**src/rtl/mem_slot_arbiter_pkg.sv**
```systemverilog
// Shared constants and the slot ownership table for the memory slot arbiter.
// Latency: combinational helpers only.
// Backpressure: none; this package only holds types and functions.
package mem_arb_pkg;

    // Requester IDs, as they appear on GNT_ID and as bit positions of REQ/ACK.
    localparam logic [1:0] REQ_SPR = 2'd0;
    localparam logic [1:0] REQ_FIX = 2'd1;
    localparam logic [1:0] REQ_68K = 2'd2;
    localparam logic [1:0] REQ_Z80 = 2'd3;

    // Owner code for slots that belong to the 68K/Z80 round-robin pool.
    // It shares its value with REQ_68K, so callers test bit 1 to tell a
    // pool slot from a fixed slot (fixed owners are 0 and 1 only).
    localparam logic [1:0] OWN_POOL = 2'b10;

    // Even slots alternate sprite / fix fetch; odd slots go to the pool.
    function automatic logic [1:0] slot_owner(input logic [2:0] slot);
        logic [1:0] own;
        case (slot)
            3'd0, 3'd4: own = REQ_SPR;
            3'd2, 3'd6: own = REQ_FIX;
            default:    own = OWN_POOL;
        endcase
        return own;
    endfunction

endpackage

```
**src/rtl/mem_slot_arbiter_rr2.sv**
```systemverilog
// Two-way round-robin picker between the 68K and the Z80.
// Latency: winner/valid are combinational; the pointer updates on the next CLK.
// Backpressure: the pointer only moves when advance_i says the pick was used.
//
// Ports: clk_i/rst_i (sync active-high), req_i[1:0] (bit0 = 68K, bit1 = Z80),
//        advance_i (pick consumed), winner_o (0 = 68K, 1 = Z80), valid_o.
module mem_arb_rr2 #(
    parameter logic START = 1'b0
) (
    input  logic       clk_i,
    input  logic       rst_i,
    input  logic [1:0] req_i,
    input  logic       advance_i,
    output logic       winner_o,
    output logic       valid_o
);

    // ptr_q names the side that wins a tie.
    logic ptr_q;
    logic ptr_d;

    always_comb begin
        valid_o  = |req_i;
        winner_o = (req_i == 2'b11) ? ptr_q : req_i[1];
        ptr_d    = ptr_q;
        // Tie or single request: priority always passes to the loser.
        if (advance_i && valid_o) begin
            ptr_d = ~winner_o;
        end
    end

    always_ff @(posedge clk_i) begin
        if (rst_i) begin
            ptr_q <= START;
        end else begin
            ptr_q <= ptr_d;
        end
    end

endmodule

```
**src/rtl/mem_slot_arbiter.sv**
```systemverilog
// Time-slot arbiter sharing one memory port between sprite, fix, 68K and Z80.
// Latency: slot enable -> MEM_START 1 CLK; MEM_DONE -> ACK/RDATA 1 CLK.
// Backpressure: one access in flight; a slot that finds the port busy is lost.
//
// Ports: CLK/RESETP (sync active-high), CLK_EN_24M_N slot advance, SYNC frame
//        realign, REQ/REQ_WE/REQ_ADDR/REQ_WDATA per-requester bus, ACK/RDATA
//        completion, MEM_* single-beat memory port, SLOT and GNT_ID debug.
module mem_slot_arbiter
    import mem_arb_pkg::*;
#(
    parameter int AW       = 24,
    parameter int DW       = 16,
    parameter int RR_START = 2
) (
    input  logic            CLK,
    input  logic            RESETP,
    input  logic            CLK_EN_24M_N,
    input  logic            SYNC,
    input  logic [3:0]      REQ,
    input  logic [3:0]      REQ_WE,
    input  logic [4*AW-1:0] REQ_ADDR,
    input  logic [4*DW-1:0] REQ_WDATA,
    output logic [3:0]      ACK,
    output logic [DW-1:0]   RDATA,
    output logic            MEM_START,
    output logic            MEM_WE,
    output logic [AW-1:0]   MEM_ADDR,
    output logic [DW-1:0]   MEM_WDATA,
    input  logic [DW-1:0]   MEM_RDATA,
    input  logic            MEM_DONE,
    output logic [2:0]      SLOT,
    output logic [1:0]      GNT_ID
);

    logic [2:0]    slot_q,  slot_d;
    logic          busy_q,  busy_d;
    logic [3:0]    ack_q,   ack_d;
    logic [DW-1:0] rdata_q, rdata_d;
    logic          start_q, start_d;
    logic          we_q,    we_d;
    logic [AW-1:0] addr_q,  addr_d;
    logic [DW-1:0] wdata_q, wdata_d;
    logic [1:0]    gnt_q,   gnt_d;
    logic [7:0]    skip_q,  skip_d;

    logic [3:0] in_flight;
    logic [3:0] eligible;
    logic [1:0] owner;
    logic [1:0] win_id;
    logic       fixed_hit;
    logic       pool_win;
    logic       pool_vld;
    logic       any_elig;
    logic       grant;
    logic       done;

    // A requester is not eligible while its access is outstanding, nor in
    // the ACK cycle itself, when its REQ is legitimately still high.
    assign in_flight = ack_q | (busy_q ? (4'b0001 << gnt_q) : 4'b0000);
    assign eligible  = REQ & ~in_flight;

    assign owner     = slot_owner(slot_q);
    assign fixed_hit = ~owner[1] & eligible[owner];
    assign any_elig  = fixed_hit | pool_vld;
    assign grant     = CLK_EN_24M_N & ~busy_q & any_elig;
    assign done      = MEM_DONE & busy_q;
    assign win_id    = fixed_hit ? owner : {1'b1, pool_win};

    // Consulted on every slot so an idle fixed slot falls through to the pool;
    // the pointer only moves when the pool actually receives the grant.
    mem_arb_rr2 #(
        .START (RR_START == 3)
    ) u_rr (
        .clk_i     (CLK),
        .rst_i     (RESETP),
        .req_i     (eligible[3:2]),
        .advance_i (grant & ~fixed_hit),
        .winner_o  (pool_win),
        .valid_o   (pool_vld)
    );

    always_comb begin
        slot_d  = slot_q;
        busy_d  = busy_q;
        ack_d   = 4'b0000;
        rdata_d = rdata_q;
        start_d = grant;
        we_d    = we_q;
        addr_d  = addr_q;
        wdata_d = wdata_q;
        gnt_d   = gnt_q;
        skip_d  = skip_q;

        // Realign touches only the counter; arbitration above used the old slot.
        if (CLK_EN_24M_N) begin
            slot_d = SYNC ? 3'd0 : slot_q + 3'd1;
        end

        // grant needs busy_q=0 and done needs busy_q=1, so they never collide.
        if (grant) begin
            busy_d  = 1'b1;
            we_d    = REQ_WE[win_id];
            addr_d  = REQ_ADDR[win_id*AW +: AW];
            wdata_d = REQ_WDATA[win_id*DW +: DW];
            gnt_d   = win_id;
        end else if (done) begin
            busy_d  = 1'b0;
            ack_d   = 4'b0001 << gnt_q;
            rdata_d = MEM_RDATA;
        end

        // A slot that someone wanted but could not use is dropped, not queued.
        if (CLK_EN_24M_N && busy_q && any_elig && (skip_q != 8'hFF)) begin
            skip_d = skip_q + 8'd1;
        end
    end

    always_ff @(posedge CLK) begin
        if (RESETP) begin
            slot_q  <= 3'd0;
            busy_q  <= 1'b0;
            ack_q   <= 4'b0000;
            rdata_q <= '0;
            start_q <= 1'b0;
            we_q    <= 1'b0;
            addr_q  <= '0;
            wdata_q <= '0;
            gnt_q   <= 2'd0;
            skip_q  <= 8'd0;
        end else begin
            slot_q  <= slot_d;
            busy_q  <= busy_d;
            ack_q   <= ack_d;
            rdata_q <= rdata_d;
            start_q <= start_d;
            we_q    <= we_d;
            addr_q  <= addr_d;
            wdata_q <= wdata_d;
            gnt_q   <= gnt_d;
            skip_q  <= skip_d;
        end
    end

    assign ACK       = ack_q;
    assign RDATA     = rdata_q;
    assign MEM_START = start_q;
    assign MEM_WE    = we_q;
    assign MEM_ADDR  = addr_q;
    assign MEM_WDATA = wdata_q;
    assign SLOT      = slot_q;
    assign GNT_ID    = gnt_q;

endmodule
```
**config.mk**
```make
export PLATFORM = sky130hd
export DESIGN_NAME = mem_slot_arbiter
export DESIGN_NICKNAME = d
export VERILOG_FILES = /design/src/rtl/mem_slot_arbiter_pkg.sv /design/src/rtl/mem_slot_arbiter_rr2.sv /design/src/rtl/mem_slot_arbiter.sv
export SDC_FILE = /design/constraint.sdc
export NUM_CORES = 1
export LEC_CHECK = 0
export BUFFER_PORTS_ARGS = -buffer_cell sky130_fd_sc_hd__buf_2
export CORE_ASPECT_RATIO = 1.4
export CORE_MARGIN = 10
export CORE_UTILIZATION = 42
export CTS_BUF_LIST = sky130_fd_sc_hd__clkbuf_4 sky130_fd_sc_hd__clkbuf_8 sky130_fd_sc_hd__clkbuf_16
export CTS_CLUSTER_DIAMETER = 60
export DETAILED_ROUTE_END_ITERATION = 7
export HOLD_SLACK_MARGIN = 0.12
export PLACE_DENSITY = 0.82
export REMOVE_ABC_BUFFERS = 1
export SETUP_SLACK_MARGIN = 0.3
export SLEW_MARGIN = 25
export SYNTH_ARGS = -nofsm -noshare
export SYNTH_HDL_FRONTEND = slang
export SYNTH_SLANG_ARGS = --single-unit
```
**constraint.sdc**
```tcl
create_clock -name CLK -period 3.05 [get_ports CLK]
set_input_delay 0.1525 -clock CLK [delete_from_list [all_inputs] [get_ports CLK]]
set_output_delay 0.1525 -clock CLK [all_outputs]
set_load 0.005 [all_outputs]
```
* Word-level counts from Yosys, hierarchy flattened
Index checks and enable logic that the tools add are counted.
Operators by class: $mul 1, bitwise operators 15, divide/modulo/power cells 0, multiplexer cells 11, equal/unequal tests 4, reduce and logical (&&, ||, !) cells 8, shift operators 3, add/sub/neg operators 1, order comparisons 2
Operators with widths (number):
- variable part select 96 x 8 -> 24 bit | 1
- variable part select 64 x 7 -> 16 bit | 1
- == test 3 bit, second input constant | 2
- < comparator 2 x 3 -> 1 bit, second input constant | 2
- NOT 1 bit | 6
- OR reduction 2 bit | 3
- bitwise AND 1 bit | 5
- 2-to-1 mux 1 bit | 5
- bitwise AND 4 bit | 1
- binary-select mux 1 bit (select 2 bit) | 2
- multiplier 2 x 2 -> 4 bit, second input constant | 1
- 2-to-1 mux 4 bit | 1
- NOT 4 bit | 1
- bitwise OR 4 bit | 1
- one-hot mux 2 bit (2 select lines) | 1
- << shifter 1 x 2 -> 4 bit, first input constant | 1
- adder 3 x 1 -> 3 bit, second input constant | 1
- == test 3 x 2 -> 1 bit, second input constant | 1
- logical NOT 3 bit | 1
- 2-to-1 mux 3 bit | 1
- OR reduction 3 bit | 1
- == test 2 bit, second input constant | 1
- 2-to-1 mux 2 bit | 1
- AND reduction 2 bit | 1
- 3 further kinds | 3
Word-level totals: memory bits (writable) 0, ROM bits 0, bits in latches 0, word-level logic and storage cells 55, bits in registers 69, memories kept 0

* Logic depth before layout (Yosys ltp)
Gate-level depths: netlist (run 1).
word-level depth 12, mapped depth 9, gate-level depth less buffers 7

* Modules after synthesis
From an unflattened synthesis (run 1), not the netlist that was laid out.
Second synthesis, totals: cell total of the unflattened synthesis 523, area total of the unflattened synthesis 4628.2 um^2
By module, submodules not included:
- mem_slot_arbiter | cells an instance 516, instances 1, sequential area each 1361.3 um^2, area an instance 4564.4 um^2
- mem_arb_rr2 | cells an instance 7, instances 1, sequential area each 20.0 um^2, area an instance 63.8 um^2

* Worst setup path before layout (run 1)
OpenSTA, ideal clock, no wires.
path type reg-to-reg, from register slot_q[0] (netlist: SLOT[0]), to register addr_q[13] (netlist: MEM_ADDR[13]), buffers on the path 2, stages on the path, launching flop included 10, path slack 0.827 ns, library setup time 0.132 ns, arrival time 2.090 ns, clock period less this slack 2.223 ns, path through dfxtp_1 inv_1 ha_1 or3b_4 or3_4 a31o_2 buf_2 buf_6 nand2_1 a311oi_2
Between the ends: cells in the longest elaborated chain, start to end 9, elaborated cells on any way between the ends 16
Ends and longest elaborated chain:
- start: declaration | line mem_slot_arbiter.sv:35 | logic [2:0] slot_q, slot_d;
- start signal: assignment | line mem_slot_arbiter.sv:131 | slot_q <= slot_d;
- == test 3 x 2 -> 1 bit (tied with other cells) | line mem_slot_arbiter_pkg.sv:20 | case (slot)
- OR reduction 2 bit | line mem_slot_arbiter_pkg.sv:20
- one-hot mux 2 bit (2 select lines) * | line mem_slot_arbiter_pkg.sv:20
- binary-select mux 1 bit (select 2 bit) | line mem_slot_arbiter.sv:63 | assign fixed_hit = ~owner[1] & eligible[owner];
- 2-to-1 mux 1 bit (implied by the code) | line mem_slot_arbiter.sv:63
- bitwise AND 1 bit | line mem_slot_arbiter.sv:63
- 2-to-1 mux 2 bit | line mem_slot_arbiter.sv:67 | assign win_id = fixed_hit ? owner : {1'b1, pool_win};
- multiplier 2 x 2 -> 4 bit | line mem_slot_arbiter.sv:103 | addr_d = REQ_ADDR[win_id*AW +: AW];
- variable part select 96 x 8 -> 24 bit | line mem_slot_arbiter.sv:103
- end signal: assignment | line mem_slot_arbiter.sv:137 | addr_q <= addr_d;
- end: declaration | line mem_slot_arbiter.sv:41 | logic [AW-1:0] addr_q, addr_d;
Every way passes the cells marked *; elsewhere a longest branch is shown, timed or not. The select of a mux whose other input is x is not followed. A chain may end at the register's enable or synchronous reset.

* Worst setup path in the final report (run 1)
from register slot_q[0] (netlist: SLOT[0]), to register wdata_q[0] (netlist: MEM_WDATA[0])
Between the ends: cells in the longest elaborated chain, start to end 8, elaborated cells on any way between the ends 15
Ends and longest elaborated chain:
- == test 3 x 2 -> 1 bit (tied with other cells) | line mem_slot_arbiter_pkg.sv:20
- OR reduction 2 bit | line mem_slot_arbiter_pkg.sv:20
- one-hot mux 2 bit (2 select lines) * | line mem_slot_arbiter_pkg.sv:20
- binary-select mux 1 bit (select 2 bit) | line mem_slot_arbiter.sv:63
- 2-to-1 mux 1 bit (implied by the code) | line mem_slot_arbiter.sv:63
- bitwise AND 1 bit | line mem_slot_arbiter.sv:63
- 2-to-1 mux 2 bit / bitwise OR 1 bit (equally long branches) | line mem_slot_arbiter.sv:67, mem_slot_arbiter.sv:64
- variable part select 64 x 7 -> 16 bit / bitwise AND 1 bit (equally long branches) | line mem_slot_arbiter.sv:104, mem_slot_arbiter.sv:65
- end signal: assignment | line mem_slot_arbiter.sv:138 | wdata_q <= wdata_d;
- end: declaration | line mem_slot_arbiter.sv:42 | logic [DW-1:0] wdata_q, wdata_d;
Marks and branches as above.

==> reports/results.tsv, run 1 <==
stage	metric	value	unit
run_status	outcome	complete, no violations	
final_layout	area grow syn2layout	56.1	%
final_layout	Non-Filler Instances	772	
final_layout	layout cells sized above 1	0.517	
timing	slew margin rel.	0.288	
setup_path	R2R depth	8	
timing	Worst Clk Skew	4.12	ps
clocking	Root Buffer	clkbuf_16	
die	core area	8510	um2
timing	Final Cycle Share	0.858	
clocking	Post-CTS Setup Repair Bufs	0	
final_layout	fill cell count	693	
final_layout	commonest non-fill, non-tap cell in the layout	buf_2	
clocking	CTS tree	done	
synth	sequential area share after synthesis	0.380	
global_routing	first-pass GRT wire length	23800	um
final_layout	nets	854	
power	clock share of power	0.367	
routing	wire per inst	20.2	um
die	number of top-level pins	256	
synth	Post-Syn Area per Cell	9.53	um2
routing	post-route ant nets	0	
power	Int Power	2010	uW
clocking	insertion delay to the later sink of the worst-skew pair	320	ps
clocking	H-tree depth	3	
final_layout	most frequent cells in the layout	buf_2 (255), dfxtp_1 (69), dlygate4sd3_1 (43), o22ai_1 (42), nand2_1 (38)	
routing	Iter 0 DRT Violations	154	
final_layout	Final Cell Area	5670	um2
power	pwr/cell area	491	nW/um2
setup_path	reg2reg end	MEM_WDATA[0]	
synth	Synth cell types	47	
worst_hold_path	Hold Crit Depth	3	
routing	final wirelength	15600	um
power	combinational cell fraction of total power	0.258	
setup_path	CP Launch Type	flip-flop	
die	Die W	98.6	um
placed_design	DP HPWL	11300	um
power	switch share	0.277	
setup_path	CP max FO	24	
worst_hold_path	WHS Endpoint	MEM_ADDR[19]	
synth	Mapped Cells	381	
synth	FF+latch count, synth	69	
synth	async set-or-reset flop fraction in the synthesized netlist	0	
global_routing	antenna violations before repair	1	
timing	Least-Margin Pin Slew	1070	ps
routing	Via density	5.54	
placed_design	GPL Wtd Cong	0.846	
setup_path	crit path DAT	2830	ps
die	Die H	130	um
die	initial core utilization	0.427	
setup_path	Setup CP Type	flip-flop to flip-flop	
worst_hold_path	origin of the worst min-delay path	REQ_ADDR[91]	
final_layout	Final Core Density	0.666	
synth	cell area after synthesis	3630	um2
power	Sw Pwr	770	uW
timing	fin. max-slew vios	0	
global_routing	largest net degree at the start of global routing	51	
setup_path	worst r2r src	SLOT[0]	
clocking	clk buf depth	2	
clocking	TritonCTS buffer count	9	
worst_hold_path	Hold Path Class	input port to flip-flop	
placed_design	Placement Cell Area	4890	um2
power	sequential share of power	0.375	
placed_design	input/output buffers	255	
die	Site Rows	40	
timing	Setup-failing EPs final	0	
placed_design	Post-Place Cells	709	
timing	Final Hold Viols	0	
global_routing	total gr overflow	0	
clocking	clk slew on worst S/H paths	50	ps
timing	f_max	0.382	GHz
job	Max Cap Viol	0	
power	Max VDD drop	0.326	mV
global_routing	vias in the first global route	4733	
routing	via count	4275	
synth	YS warnings	0	
setup_path	CP endpoint kind	flip-flop	
synth	Synth Flop Type	dfxtp_1	
timing	fin crit period	2620	ps
timing	RSZ-0062 raised after global routing	false	
synth	Post-synth EDFFs	0	
setup_path	CP Data Required Time	3260	ps
global_routing	Global Route Usage Sum	0.225	
routing	DR pass1 iterations	5	
power	Pleak	0.00277	uW
routing	drt drc	0	
setup_path	R2R Setup Slk	430	ps
die	die area	12800	um2
timing	post-route setup TNS	0	ps
clocking	# clock sinks	69	
how the worst max path moves through the flow:
stage / start / to / slack (ps) / depth (start not counted)
after floorplan: SLOT[0] / GNT_ID[1] / 6 / 7
after global placement: SLOT[0] / MEM_WDATA[13] / 610 / 7
after detailed placement: SLOT[0] / MEM_WDATA[13] / 460 / 7
after CTS: SLOT[0] / MEM_ADDR[9] / 420 / 7
after global routing: SLOT[0] / MEM_WDATA[0] / 330 / 8
final: SLOT[0] / MEM_WDATA[0] / 430 / 8
per-stage QoR:
| stage | total power [uW] | hold WS (ps) | worst slack, ps |
|---|---|---|---|
| floorplan | 1390 | 222 | 6.08 |
| global placement | 1690 | 369 | 615 |
| detailed placement | 1710 | 373 | 455 |
| CTS | 2790 | 122 | 422 |
| global route | 2920 | 132 | 329 |
| finish | 2780 | 132 | 433 |
final cells by class:
class	count	area (um2)	area share
repair buffers	305	1780	0.315
clock inverters	5	50.0	0.00883
diodes	1	2.50	0.000442
multi-input cells	272	2060	0.363
inverters	4	15.0	0.00265
clock buffers	11	246	0.0435
flip-flops and latches	69	1380	0.244
well taps	105	131	0.0232
cells in the mapped netlist (2+ instances only):
master | instances | share of area
a21o_1 | 17 | 0.035
a21oi_1 | 27 | 0.037
a22o_1 | 16 | 0.039
a311oi_1 | 9 | 0.022
a311oi_2 | 9 | 0.037
and3_1 | 3 | 0.0052
buf_2 | 14 | 0.019
buf_4 | 4 | 0.0083
buf_6 | 3 | 0.0093
clkbuf_1 | 10 | 0.010
clkbuf_2 | 2 | 0.0028
dfxtp_1 | 69 | 0.38
dlygate4sd1_1 | 2 | 0.0048
ha_1 | 4 | 0.014
inv_1 | 4 | 0.0041
mux2_1 | 8 | 0.025
mux2_2 | 16 | 0.050
nand2_1 | 38 | 0.039
nand3b_1 | 3 | 0.0062
nor2_1 | 26 | 0.027
nor2b_1 | 3 | 0.0052
nor4_1 | 2 | 0.0034
o221a_2 | 24 | 0.074
o22ai_1 | 42 | 0.072
or2_2 | 4 | 0.0069
registers in the layout, indices dropped and copies added, names as in the netlist:
register,count
ACK,4
SLOT,3
GNT_ID,2
busy_q,1
MEM_ADDR,24
u_rr.ptr_q,1
MEM_WDATA,16
MEM_START,1
RDATA,16
MEM_WE,1
power groups by stage:
stage	registers (uW)	logic, uW	clock network [uW]
6_report	1040	718	1020
5_1_grt	1050	783	1090
4_1_cts	1040	699	1050
3_5_place_dp	1060	654	0
3_3_place_gp	1050	632	0
2_1_floorplan	1060	324	0
cells by family (layout without fill, tap and decap cells):
group / count (synthesis) / in the layout / synth area share
compound gates: 155 / 155 / 0.353
simple gates: 87 / 88 / 0.114
flops: 69 / 69 / 0.380
buf+inv: 41 / 325 / 0.0620
mux: 25 / 25 / 0.0772
fa+ha+maj: 4 / 4 / 0.0138
other cells: 0 / 1 / 0
metal layers:
metal / track usage / vias to the layer above / wire (um)
met5: 0 / - / 0
met4: 0.0938 / 0 / 300
met3: 0.0852 / 26 / 1410
met2: 0.412 / 219 / 8210
met1: 0.223 / 1987 / 5670
li1: - / 2043 / -
critical path: stages (launching register included):
cell,delay (ps)
dfxtp_1,430
inv_1,120
ha_1,230
nor2_1,490
nor3_4,140
a21oi_4,130
buf_4,330
mux2_2,400
o221a_2,230
repair_timing:
| item | CTS | global route |
|---|---|---|
| resized for setup | 0 | 0 |
| setup endpoints to repair | 0 | 2 |
| hold buffers | 43 | 0 |
| hold endpoints to repair | 32 | 0 |
Power figures use the tool's default switching activity.
==> inputs of run 2 (changes only) <==
SETUP_SLACK_MARGIN = 0.5   (was 0.3)
==> run 2 against run 1 <==
  * Count of clock-buffer cells in the layout is the same
  * First-iteration DRC count shrank 9.7%
  * Routed wire length grew 1.2%
  * Via count is essentially flat
  * Clock skew shrank 0.85 ps
  * Clock power is essentially flat
  * Design area grew 1.0%
==> reports/results.tsv, run 2 (same netlist as run 1, synthesis figures left out) <==
stage	metric	value	unit
run_status	outcome	complete, no violations	
setup_path	CP max FO	24	
routing	final wirelength	15800	um
setup_path	CP endpoint kind	flip-flop	
timing	fin. max-slew vios	0	
final_layout	max reg flops	24	
timing	fin crit period	2450	ps
clocking	H-tree depth	3	
clocking	clk buf depth	2	
global_routing	largest net degree at the start of global routing	51	
timing	f_max	0.409	GHz
power	Max VDD drop	0.329	mV
power	pwr/cell area	490	nW/um2
final_layout	Final Cell Area	5720	um2
final_layout	nets	857	
worst_hold_path	WHS Endpoint	MEM_WDATA[13]	
worst_hold_path	origin of the worst min-delay path	REQ_WDATA[45]	
final_layout	most frequent cells in the layout	buf_2 (255), dfxtp_1 (69), dlygate4sd3_1 (43), o22ai_1 (42), nand2_1 (38)	
timing	Final Hold Viols	0	
final_layout	layout cells sized above 1	0.520	
global_routing	first-pass GRT wire length	24100	um
routing	via count	4276	
routing	wire per inst	20.4	um
setup_path	reg2reg end	MEM_WDATA[0]	
setup_path	R2R Setup Slk	600	ps
clocking	# clock sinks	69	
placed_design	Placement Cell Area	4890	um2
routing	post-route ant nets	0	
timing	Worst Clk Skew	3.27	ps
final_layout	Final Core Density	0.673	
global_routing	vias in the first global route	4756	
die	Die H	130	um
placed_design	input/output buffers	255	
clocking	TritonCTS buffer count	9	
die	die area	12800	um2
routing	drt drc	0	
placed_design	DP HPWL	11300	um
routing	Via density	5.52	
setup_path	Worst Setup SP	SLOT[0]	
setup_path	Setup CP Type	flip-flop to flip-flop	
die	core area	8510	um2
final_layout	commonest non-fill, non-tap cell in the layout	buf_2	
timing	slew margin rel.	0.351	
power	Pleak	0.00279	uW
global_routing	total gr overflow	0	
die	number of top-level pins	256	
setup_path	CP Data Required Time	3260	ps
clocking	insertion delay to the later sink of the worst-skew pair	320	ps
routing	Iter 0 DRT Violations	139	
clocking	clk slew on worst S/H paths	50	ps
worst_hold_path	Hold Path Class	input port to flip-flop	
timing	WHS	132	ps
timing	Final Cycle Share	0.802	
routing	DR pass1 iterations	4	
die	initial core utilization	0.427	
placed_design	GPL Wtd Cong	0.846	
global_routing	antenna violations before repair	1	
timing	Setup-failing EPs final	0	
timing	Least-Margin Pin Slew	972	ps
global_routing	Global Route Usage Sum	0.230	
timing	RSZ-0062 raised after global routing	false	
clocking	CTS tree	done	
setup_path	R2R depth	8	
die	Die W	98.6	um
job	Max Cap Viol	0	
setup_path	crit path DAT	2660	ps
timing	post-route setup TNS	0	ps
die	Site Rows	40	
setup_path	CP Launch Type	flip-flop	
setup_path	worst r2r src	SLOT[0]	
clocking	Root Buffer	clkbuf_16	
final_layout	fill cell count	688	
final_layout	area grow syn2layout	57.6	%
worst_hold_path	Hold Crit Depth	3	
[run 2: cell count changes in the layout (fill, tap and decap cells not counted), sizes merged]
cell     delta
o2bb2ai     +1
buf         +2
[run 2: per-layer routing]
layer  GRT usage  up-vias  wire length (um)
li1            -     2040                 -
met1       0.231     1980              5750
met2       0.419      230              8230
met3      0.0847       26              1520
met4      0.0913        0               296
met5           0        -                 0
[run 2: power breakdown]
group / leakage [uW] / switching (uW) / internal (uW)
Clock: 0.000152 / 365 / 658
Sequential: 0.000568 / 52.9 / 990
Combinational: 0.00207 / 361 / 376
Total: 0.00279 / 780 / 2020
[run 2: final cells by class]
cell class	instances	area, um2	area share
multi-input combinational	273	2090	0.365
timing repair buffer	307	1810	0.316
sequential	69	1380	0.241
clock buffer	11	246	0.0431
tap	105	131	0.0230
clock inverter	5	50.0	0.00874
inverter	4	15.0	0.00262
antenna	1	2.50	0.000437
[run 2: worst max path at each step]
stage                     to  slack, ps  depth (start not counted)
4_1_cts          MEM_ADDR[9]        530                          6
3_5_place_dp   MEM_WDATA[13]        460                          7
2_1_floorplan      GNT_ID[1]          6                          7
6_report        MEM_WDATA[0]        600                          8
3_3_place_gp   MEM_WDATA[13]        610                          7
5_1_grt         MEM_WDATA[0]        510                          8
[run 2: per-stage QoR]
stage,cells,total power [uW],worst slack (ps)
floorplan,344,1390,6.08
global placement,709,1690,615
global route,775,2940,510
CTS,771,2800,527
detailed placement,709,1710,455
finish,775,2800,603
[run 2: worst max-delay path, cell delays in order, from the launching register on]
cell and delay [ps]:
dfxtp_1 410, inv_1 120, ha_1 260, nor2_2 330, nor3_4 120, a21oi_4 120, buf_4 330, mux2_2 400
o221a_2 230
[run 2: what timing repair did]
action,CTS,global route
hold buffers,43,0
buffers inserted,2,0
gates resized for setup,1,3
pin swaps,2,0
endpoints found under the setup margin,17,30
hold endpoints to repair,32,0
cloned,1,1
